$ cat src/rtl/lb_txfifo_if.sv
// lb_txfifo_if: local-bus write/read strobes plus the transmit stream and irq
// of lb_txfifo. The master side is the bridge / stream consumer; the slave
// side is the FIFO block.
interface lb_txfifo_if #(
  parameter int ADDR_W = 12,
  parameter int DATA_W = 32
);
  localparam int STRB_W = DATA_W / 8;

  logic [ADDR_W-1:0] lb_waddr;
  logic [DATA_W-1:0] lb_wdata;
  logic              lb_wen;
  logic [STRB_W-1:0] lb_wstrb;
  logic              lb_wready;
  logic [ADDR_W-1:0] lb_raddr;
  logic              lb_ren;
  logic [DATA_W-1:0] lb_rdata;
  logic              lb_rvalid;
  logic [DATA_W-1:0] tx_data;
  logic              tx_valid;
  logic              tx_ready;
  logic              irq;

  modport master (
    output lb_waddr, lb_wdata, lb_wen, lb_wstrb,
    input  lb_wready,
    output lb_raddr, lb_ren,
    input  lb_rdata, lb_rvalid,
    input  tx_data, tx_valid,
    output tx_ready,
    input  irq
  );

  modport slave (
    input  lb_waddr, lb_wdata, lb_wen, lb_wstrb,
    output lb_wready,
    input  lb_raddr, lb_ren,
    output lb_rdata, lb_rvalid,
    output tx_data, tx_valid,
    input  tx_ready,
    output irq
  );
endinterface

$ cat src/rtl/lb_txfifo.sv
// lb_txfifo: local-bus slave that pushes TXDATA writes into a FIFO which
// drains onto a valid/ready stream. Stalls the bridge via lb_wready when full
// (unless DROP is set). Registers: TXDATA 0x000, STATUS 0x004, CTRL 0x008,
// and THRESH 0x00C when the macro LB_TXFIFO_IRQ_EN is defined (which also
// enables the level irq); without it irq is tied low.
module lb_txfifo #(
  parameter int ADDR_W = 12,
  parameter int DATA_W = 32,
  parameter int DEPTH  = 8
) (
  input logic        clk,
  input logic        rst,
  lb_txfifo_if.slave bus
);
  localparam int PTR_W = $clog2(DEPTH);
  localparam int CNT_W = PTR_W + 1;

  localparam logic [ADDR_W-3:0] W_TXDATA = '0;
  localparam logic [ADDR_W-3:0] W_STATUS = (ADDR_W-2)'(1);
  localparam logic [ADDR_W-3:0] W_CTRL   = (ADDR_W-2)'(2);
`ifdef LB_TXFIFO_IRQ_EN
  localparam logic [ADDR_W-3:0] W_THRESH = (ADDR_W-2)'(3);
`endif

  logic [DATA_W-1:0] mem_q [DEPTH];
  logic [PTR_W-1:0]  wr_ptr_q, wr_ptr_d;
  logic [PTR_W-1:0]  rd_ptr_q, rd_ptr_d;
  logic [CNT_W-1:0]  count_q, count_d;
  logic              tx_valid_q;
  logic [DATA_W-1:0] tx_data_q, tx_data_d;
  logic              drop_q, drop_d;
  logic              ovf_q, ovf_d;
  logic [DATA_W-1:0] rdata_q, rdata_d;
  logic              rvalid_q;
`ifdef LB_TXFIFO_IRQ_EN
  logic [7:0]        thresh_q, thresh_d;
  logic              irq_q;
`endif

  logic [ADDR_W-3:0] waddr_w, raddr_w;
  logic wr_txdata, full, empty, pop, wready;
  logic wr_acc, ctrl_wr, flush, ovf_clr, push_req, push, drop_hit, pop_eff;
  logic unused_addr_bits;

  assign waddr_w = bus.lb_waddr[ADDR_W-1:2];
  assign raddr_w = bus.lb_raddr[ADDR_W-1:2];
  assign unused_addr_bits = ^{bus.lb_waddr[1:0], bus.lb_raddr[1:0]};

  // Handshake and push/pop/flush decode for this cycle
  always_comb begin
    wr_txdata = bus.lb_wen && (waddr_w == W_TXDATA);
    full      = (count_q == CNT_W'(DEPTH));
    empty     = (count_q == '0);
    pop       = tx_valid_q && bus.tx_ready;
    // Only a TXDATA write into a full FIFO with no room freed stalls; reset forces ready.
    wready    = !rst || !(wr_txdata && full && !pop && !drop_q);
    wr_acc    = bus.lb_wen && wready;
    ctrl_wr   = wr_acc && (waddr_w == W_CTRL);
    flush     = ctrl_wr && bus.lb_wdata[0];
    ovf_clr   = ctrl_wr && bus.lb_wdata[2];
    push_req  = wr_acc && (waddr_w == W_TXDATA) && (|bus.lb_wstrb);
    // A push lost to a same-cycle flush neither lands nor counts as overflow.
    push      = push_req && (!full || pop) && !flush;
    drop_hit  = push_req && full && !pop && !flush;
    pop_eff   = pop && !flush;
  end

  // Next-state for pointers, count, head register and control bits
  always_comb begin
    count_d   = count_q + CNT_W'(push) - CNT_W'(pop_eff);
    wr_ptr_d  = wr_ptr_q + PTR_W'(push);
    rd_ptr_d  = rd_ptr_q + PTR_W'(pop_eff);
    if (flush) begin
      count_d  = '0;
      wr_ptr_d = '0;
      rd_ptr_d = '0;
    end
    // Head follows the new read pointer; bypass when that slot is being written now.
    tx_data_d = tx_data_q;
    if (count_d != '0) begin
      if (push && (wr_ptr_q == rd_ptr_d)) tx_data_d = bus.lb_wdata;
      else                                tx_data_d = mem_q[rd_ptr_d];
    end
    drop_d = ctrl_wr ? bus.lb_wdata[1] : drop_q;
    // Overflow set has priority over a same-cycle clear.
    ovf_d  = drop_hit ? 1'b1 : (ovf_clr ? 1'b0 : ovf_q);
`ifdef LB_TXFIFO_IRQ_EN
    thresh_d = (wr_acc && (waddr_w == W_THRESH)) ? bus.lb_wdata[7:0] : thresh_q;
`endif
  end

  // Read mux over the registered state; zero when no read is requested
  always_comb begin
    rdata_d = '0;
    if (bus.lb_ren) begin
      case (raddr_w)
        W_STATUS: begin
          rdata_d[CNT_W-1:0] = count_q;
          rdata_d[16]        = empty;
          rdata_d[17]        = full;
          rdata_d[18]        = ovf_q;
        end
        W_CTRL:   rdata_d[1] = drop_q;
`ifdef LB_TXFIFO_IRQ_EN
        W_THRESH: rdata_d[7:0] = thresh_q;
`endif
        default:  rdata_d = '0;
      endcase
    end
  end

  // FIFO storage, written at the tail on each accepted push
  always_ff @(posedge clk) begin
    if (push) mem_q[wr_ptr_q] <= bus.lb_wdata;
  end

  // Control/status registers with synchronous active-low reset
  always_ff @(posedge clk) begin
    if (!rst) begin
      wr_ptr_q   <= '0;
      rd_ptr_q   <= '0;
      count_q    <= '0;
      tx_valid_q <= 1'b0;
      tx_data_q  <= '0;
      drop_q     <= 1'b0;
      ovf_q      <= 1'b0;
      rdata_q    <= '0;
      rvalid_q   <= 1'b0;
`ifdef LB_TXFIFO_IRQ_EN
      thresh_q   <= '0;
      irq_q      <= 1'b0;
`endif
    end else begin
      wr_ptr_q   <= wr_ptr_d;
      rd_ptr_q   <= rd_ptr_d;
      count_q    <= count_d;
      tx_valid_q <= (count_d != '0);
      tx_data_q  <= tx_data_d;
      drop_q     <= drop_d;
      ovf_q      <= ovf_d;
      rdata_q    <= rdata_d;
      rvalid_q   <= bus.lb_ren;
`ifdef LB_TXFIFO_IRQ_EN
      thresh_q   <= thresh_d;
      // Evaluated from the registered count, so it trails count by one cycle.
      irq_q      <= (8'(count_q) <= thresh_q) || ovf_q;
`endif
    end
  end

  assign bus.lb_wready = wready;
  assign bus.lb_rdata  = rdata_q;
  assign bus.lb_rvalid = rvalid_q;
  assign bus.tx_data   = tx_data_q;
  assign bus.tx_valid  = tx_valid_q;
`ifdef LB_TXFIFO_IRQ_EN
  assign bus.irq       = irq_q;
`else
  assign bus.irq       = 1'b0;
`endif
endmodule

$ cat src/flat_wrapper.sv
// flat-port wrapper written by rule: the top's interface ports become plain ports
module lb_txfifo_flat 
#(
  parameter int ADDR_W = 12,
  parameter int DATA_W = 32,
  parameter int DEPTH  = 8
)
  (clk, rst, bus_lb_waddr, bus_lb_wdata, bus_lb_wen, bus_lb_wstrb, bus_lb_wready, bus_lb_raddr, bus_lb_ren, bus_lb_rdata, bus_lb_rvalid, bus_tx_data, bus_tx_valid, bus_tx_ready, bus_irq);
  lb_txfifo_if #(.ADDR_W(ADDR_W), .DATA_W(DATA_W)) bus_i ();
  input logic clk;
  input logic rst;
  input wire logic [$bits(bus_i.lb_waddr)-1:0] bus_lb_waddr;
  input wire logic [$bits(bus_i.lb_wdata)-1:0] bus_lb_wdata;
  input wire logic [$bits(bus_i.lb_wen)-1:0] bus_lb_wen;
  input wire logic [$bits(bus_i.lb_wstrb)-1:0] bus_lb_wstrb;
  output wire logic [$bits(bus_i.lb_wready)-1:0] bus_lb_wready;
  input wire logic [$bits(bus_i.lb_raddr)-1:0] bus_lb_raddr;
  input wire logic [$bits(bus_i.lb_ren)-1:0] bus_lb_ren;
  output wire logic [$bits(bus_i.lb_rdata)-1:0] bus_lb_rdata;
  output wire logic [$bits(bus_i.lb_rvalid)-1:0] bus_lb_rvalid;
  output wire logic [$bits(bus_i.tx_data)-1:0] bus_tx_data;
  output wire logic [$bits(bus_i.tx_valid)-1:0] bus_tx_valid;
  input wire logic [$bits(bus_i.tx_ready)-1:0] bus_tx_ready;
  output wire logic [$bits(bus_i.irq)-1:0] bus_irq;
  assign bus_i.lb_waddr = bus_lb_waddr;
  assign bus_i.lb_wdata = bus_lb_wdata;
  assign bus_i.lb_wen = bus_lb_wen;
  assign bus_i.lb_wstrb = bus_lb_wstrb;
  assign bus_lb_wready = bus_i.lb_wready;
  assign bus_i.lb_raddr = bus_lb_raddr;
  assign bus_i.lb_ren = bus_lb_ren;
  assign bus_lb_rdata = bus_i.lb_rdata;
  assign bus_lb_rvalid = bus_i.lb_rvalid;
  assign bus_tx_data = bus_i.tx_data;
  assign bus_tx_valid = bus_i.tx_valid;
  assign bus_i.tx_ready = bus_tx_ready;
  assign bus_irq = bus_i.irq;
  lb_txfifo #(.ADDR_W(ADDR_W), .DATA_W(DATA_W), .DEPTH(DEPTH)) u_core (.clk(clk), .rst(rst), .bus(bus_i));
endmodule
$ cat config.mk
export PLATFORM = sky130hd
export DESIGN_NAME = lb_txfifo_flat
export DESIGN_NICKNAME = d
export VERILOG_FILES = /design/src/rtl/lb_txfifo_if.sv /design/src/rtl/lb_txfifo.sv /design/src/flat_wrapper.sv
export SDC_FILE = /design/constraint.sdc
export NUM_CORES = 1
export LEC_CHECK = 0
export BUFFER_PORTS_ARGS = -buffer_cell sky130_fd_sc_hd__buf_2
export CAP_MARGIN = 10
export CORE_MARGIN = 4
export CORE_UTILIZATION = 25
export CTS_BUF_LIST = sky130_fd_sc_hd__clkbuf_8
export DETAILED_ROUTE_END_ITERATION = 8
export HOLD_SLACK_MARGIN = 0.06
export MAX_ROUTING_LAYER = met4
export REMOVE_ABC_BUFFERS = 1
export SLEW_MARGIN = 40
export SYNTH_ARGS = -nofsm -noshare
export SYNTH_HDL_FRONTEND = slang
export SYNTH_SLANG_ARGS = --single-unit
$ cat constraint.sdc
create_clock -name clk -period 5.2 [get_ports clk]
set_input_delay 0.78 -clock clk [delete_from_list [all_inputs] [get_ports clk]]
set_output_delay 0.78 -clock clk [all_outputs]
set_load 0.05 [all_outputs]
# After elaboration in Yosys (flattened, before gate mapping)
# Memories as Yosys holds them, arrays and structs flattened. A register that Yosys moved wholly into a read port is not among the register bits.
# Index checks and enable logic that the tools add are counted.
# classes
n_reduce_logical,34
n_eq_ne,4
n_addsub,4
bitwise,1
n_mux,7
# ops
op,count
$eq A10 B2 Y1 const B,2
$logic_and A1 B1 Y1,17
$eq A10 B1 Y1 const B,1
$logic_not A10 Y1,1
$logic_not A1 Y1,7
$add A3 B1 Y3,2
$add A4 B1 Y4,1
$eq A4 B4 Y1 const B,1
$logic_not A4 Y1,1
$mux W1,4
$mux W4,1
$reduce_bool A4 Y1,1
$reduce_or A4 Y1,1
$sub A4 B1 Y4,1
$mux W3,1
$reduce_and A3 Y1,1
$logic_or A1 B1 Y1,2
$pmux W1 S2,1
$reduce_and A2 Y1,1
$reduce_bool A2 Y1,1
$reduce_or A2 Y1,1
$not A1 Y1,1
# word_totals
wordCells,61
ff_bits,46
ramBits,256
out_inout_bits,68
mem_count,1
inputBits,65
# mem_list
name,depth,word_bits,read_ports,rd_ports_with_merged_regs,wr,line,source
u_core.mem_q,8,32,1,1,1,lb_txfifo.sv:25,logic [DATA_W-1:0] mem_q [DEPTH];

# Longest topological paths before layout
# logic_depth
word_depth,16
ltp_mapped,15
ltp_nobuf,13

# Worst setup path before layout
# Ideal clock, no wire load.
# synth_timing
path_kind,input-to-reg
from,in bus_lb_waddr[11]
to,mem u_core.mem_q[0][0] (enable)
arrival_ps,3909
setup_slack_ps,830
setup_ps,461
path_stages,5
t_required_ps,4739
path_buffers,0
cell_sequence,nor3b_2 and4_1 and4bb_2 nand2b_1 nor3_1
# synth_between
elab_chain_len,14
word_cells_on_any_way,18
# synth_lines
element,line,source
from (decl),flat_wrapper.sv:12,input wire logic [$bits(bus_i.lb_waddr)-1:0] bus_lb_waddr;
$logic_not A10 Y1,"lb_txfifo.sv:51, lb_txfifo.sv:61",
$logic_and A1 B1 Y1,lb_txfifo.sv:51,wr_txdata = bus.lb_wen && (waddr_w == W_TXDATA);
$logic_and A1 B1 Y1 (3 in series),lb_txfifo.sv:56,wready = !rst || !(wr_txdata && full && !pop && !drop_q);
$logic_not A1 Y1,lb_txfifo.sv:56,
$logic_or A1 B1 Y1,lb_txfifo.sv:56,
$logic_and A1 B1 Y1,lb_txfifo.sv:57,wr_acc = bus.lb_wen && wready;
$logic_and A1 B1 Y1 (on tied branches),"lb_txfifo.sv:61, lb_txfifo.sv:58",
$logic_and A1 B1 Y1 (on tied branches),"lb_txfifo.sv:61, lb_txfifo.sv:59",
$logic_and A1 B1 Y1 or $logic_not A1 Y1 (tied branches),lb_txfifo.sv:63,push = push_req && (!full || pop) && !flush;
$logic_and A1 B1 Y1 (*),lb_txfifo.sv:63,
$mux W1 (*),lb_txfifo.sv:114,if (push) mem_q[wr_ptr_q] <= bus.lb_wdata;
$mux W1 (not written as such) (*),lb_txfifo.sv:114,
to (decl),lb_txfifo.sv:25,
# Every way passes the cells marked *; elsewhere a longest branch is shown, timed or not.

# Worst setup path after layout
# layout_timing
from,in bus_lb_wdata[0]
to,"reg u_core.tx_data_q[13], in the netlist u_core.bus.tx_data[13], read port of u_core.mem_q"
# layout_between
elab_chain_len,7
word_cells_on_any_way,10
# layout_lines
element,line,source
from (decl),flat_wrapper.sv:13,input wire logic [$bits(bus_i.lb_wdata)-1:0] bus_lb_wdata;
$logic_and A1 B1 Y1 (*),lb_txfifo.sv:59,flush = ctrl_wr && bus.lb_wdata[0];
$logic_not A1 Y1,"lb_txfifo.sv:63, lb_txfifo.sv:65",
$logic_and A1 B1 Y1,lb_txfifo.sv:63,
$add A4 B1 Y4,lb_txfifo.sv:70,count_d = count_q + CNT_W'(push) - CNT_W'(pop_eff);
$sub A4 B1 Y4,lb_txfifo.sv:70,
$mux W4,lb_txfifo.sv:73,if (flush) begin
$reduce_bool A4 Y1,lb_txfifo.sv:80,if (count_d != '0) begin
to (decl),lb_txfifo.sv:30,"logic [DATA_W-1:0] tx_data_q, tx_data_d;"
# Marks and branches as above.
# A chain may end at the register's enable or synchronous reset.

==> impl_metrics.json <==
{
  "tightest_slew_ns": 0.8029,
  "dpl.cell_count": 1461,
  "rows": 79,
  "final_cells": 1548,
  "io_buffers": 102,
  "clkTransAtPathRegs_ns": 0.06,
  "regArea_um2": 8748,
  "h-tree-depth": 2,
  "setup_tns_ns": 0,
  "max_freq_mhz": 273.0,
  "power_density_nw_per_um2": 466.8,
  "critPathLaunchType": "input pin",
  "pre_cts_ws_ns": 0.9815,
  "synth_cell_type_count": 53,
  "final_common_cell": "edfxtp_1",
  "synth_seq_cells": 309,
  "drv_slew": 0,
  "yosysWarnings": 0,
  "fin_crit_ns": 3.663,
  "drtPass1Iterations": 6,
  "crit_path_cell_trace": "buf_2 -> and4bb_1 -> and4_4 -> or3_1 -> nand2_1 -> ha_1 -> fa_1 -> xor2_1 -> nor3_1 -> a21oi_1 -> nor3b_4 -> buf_4 -> a221o_1",
  "avgRoutedWirePerCell_um": 19.78,
  "cp.required_ns": 5.72,
  "leakage_nw": 5.014,
  "worstSetupEndpointType": "flop",
  "cts_root_buffer": "clkbuf_8",
  "fin_ws_ns": 1.537,
  "dpl.hpwl_um": 17900,
  "cp_max_fo": 25,
  "hold_buffers": 0,
  "grt_util_all_layers_pct": 11.71,
  "ant_nets": 0,
  "pin_count": 133,
  "yosys.area.top_type": "edfxtp_1",
  "vdd_ir_drop_max_mv": 0.3029,
  "numCtsBuffers": 46,
  "grt_pass1_vias": 6888,
  "path_delay_family": "simple AND/OR/NAND/NOR gates",
  "die_area_um2": 51260,
  "path_class": "in2reg",
  "setup_viol": 0,
  "grt_max_degree": 39,
  "synth_edf_count": 256,
  "slew_headroom_pct": 46.35,
  "gp_congestion": 0.7624,
  "async_flop_share_pct": 0,
  "rsz0062_at_grt": "no",
  "final.fill_count": 4684,
  "netlist_area_um2": 11930,
  "first_iter_violations": 575,
  "syn_avg_cell_area_um2": 15.51,
  "final_cell_mix": "256 x edfxtp_1, 102 x buf_2, 56 x a221oi_1, 53 x nand2_1, 53 x dfxtp_1",
  "die_y_um": 226.4,
  "post_synth_inst_count": 769,
  "core_area_um2": 46850,
  "finalHoldViolations": 0,
  "antenna_found_initial": 1,
  "final.period_utilization_pct": 70.44,
  "crit_slowest_cell": "buf_4",
  "ys_seq_area_share_pct": 73.35,
  "synthFlopType": "edfxtp_1",
  "crit_arrival_ns": 4.18,
  "synth_area_leaders": "edfxtp_1 64%, dfxtp_1 8.9%, a221o_1 4.4%",
  "grt_pass1_wl_um": 44310,
  "die_w_um": 226.4,
  "dr_total_vias": 7256,
  "ctsResizeCount": 0,
  "cts.sinks": 309,
  "multi_input_area_um2": 2953,
  "drive_gt1_share_pct": 23.51,
  "final_nets": 977,
  "clock_latency_ns": 0.59,
  "critPathBufInv": 2,
  "worstHoldPathType": "in2reg",
  "wirelength_um": 30610,
  "route.detailed.drc": 0,
  "via_per_inst": 4.687,
  "clockBufferDepth": 3,
  "tritoncts": "done",
  "drv_cap": 0,
  "area_growth_pct": 18.82,
  "initial_utilization_pct": 25.46,
  "status": "complete, no violations",
  "synth_top_area_share_pct": 64.46,
  "cp_slowest_stage_delay_ns": 0.43,
  "grt_overflow": 0,
  "cts_setup_buffers": 0,
  "skew_ns": 0.03115
}
[worst paths after layout]
kind | endpoint | cells after the start | slack (ns) | from
hold / removal | u_core.bus.lb_rvalid$_SDFF_PN0_ | 2 | 0.46 | bus_lb_ren
hold reg to reg | u_core.bus.lb_rdata[2]$_SDFF_PN0_ | 1 | 0.46 | u_core.count_q[2]$_SDFF_PN0_
setup / recovery | u_core.bus.tx_data[13]$_SDFFE_PN0P_ | 13 | 1.54 | bus_lb_wdata[0]
setup reg to reg | u_core.bus.tx_data[13]$_SDFFE_PN0P_ | 11 | 1.89 | u_core.bus.tx_valid$_SDFF_PN0_
[per-stage QoR]
step / utilization, % / area, µm² / hold WS [ns] / power (W)
after floorplan: - / 11630 / 0.4298 / 0.004097
after global placement: 28.24 / 13230 / 0.4485 / 0.004692
after detailed placement: 28.27 / 13250 / 0.4449 / 0.004722
after CTS: 30.21 / 14150 / 0.4315 / 0.006676
after global routing: 30.25 / 14170 / 0.4400 / 0.006913
final: 30.25 / 14170 / 0.4609 / 0.006615
[cells in the mapped netlist, types with 9 or more instances]
master      n
buf_4      30
a221oi_1   56
clkbuf_1   28
buf_2      12
nand2_1    53
nand3_1    16
and3_1      9
dfxtp_1    53
o21ai_0    32
nor2_1     19
a221o_1    52
edfxtp_1  256
nor3_1     30
mux2i_1    25
o21ai_1     9
[power breakdown]
part	internal [W]	total (W)	switching (W)
logic	0.000601	0.00181	0.00121
registers	0.00279	0.00286	0.0000686
clock network	0.00101	0.00195	0.000942
[flip-flops by register name (all words and copies together) (netlist names)]
register,cells
u_core.ovf_q,1
u_core.rd_ptr_q,3
u_core.bus.lb_rdata,7
u_core.mem_q,256
u_core.drop_q,1
u_core.bus.tx_data,32
u_core.bus.tx_valid,1
u_core.count_q,4
u_core.bus.lb_rvalid,1
u_core.wr_ptr_q,3
[layer usage]
metal  track usage (%)  vias to the layer above  wire [µm]
met2             17.69                      315      13870
li1                  -                     3320          -
met4             2.907                        0        446
met1             15.84                     3568      13770
met5                 -                        -          0
met3             3.094                       53       2522
[area by class of cell]
type                            instances  share of cell area, %
Timing Repair Buffer                  131                  5.509
Inverter                                5                 0.1324
Antenna cell                            1                0.01766
Multi-Input combinational cell        410                  20.84
Clock buffer                           51                  4.953
Clock inverter                         34                  1.457
Tap cell                              607                  5.359
Sequential cell                       309                  61.73
[cells by family (layout without fill, tap and decap cells)]
family | Yosys count | in the layout | share of synthesized area [%]
other | 1 | 27 | 0.03144
XOR/XNOR | 9 | 9 | 0.9756
adder cells (fa/ha/maj) | 9 | 9 | 1.007
flip-flops | 309 | 309 | 73.35
buffers and inverters | 75 | 221 | 3.431
AND/OR/NAND/NOR | 161 | 161 | 7.018
AO/OA/AOI/OAI | 179 | 179 | 11.99
multiplexers | 26 | 26 | 2.193
No activity file was read; power rests on OpenSTA's default activity.
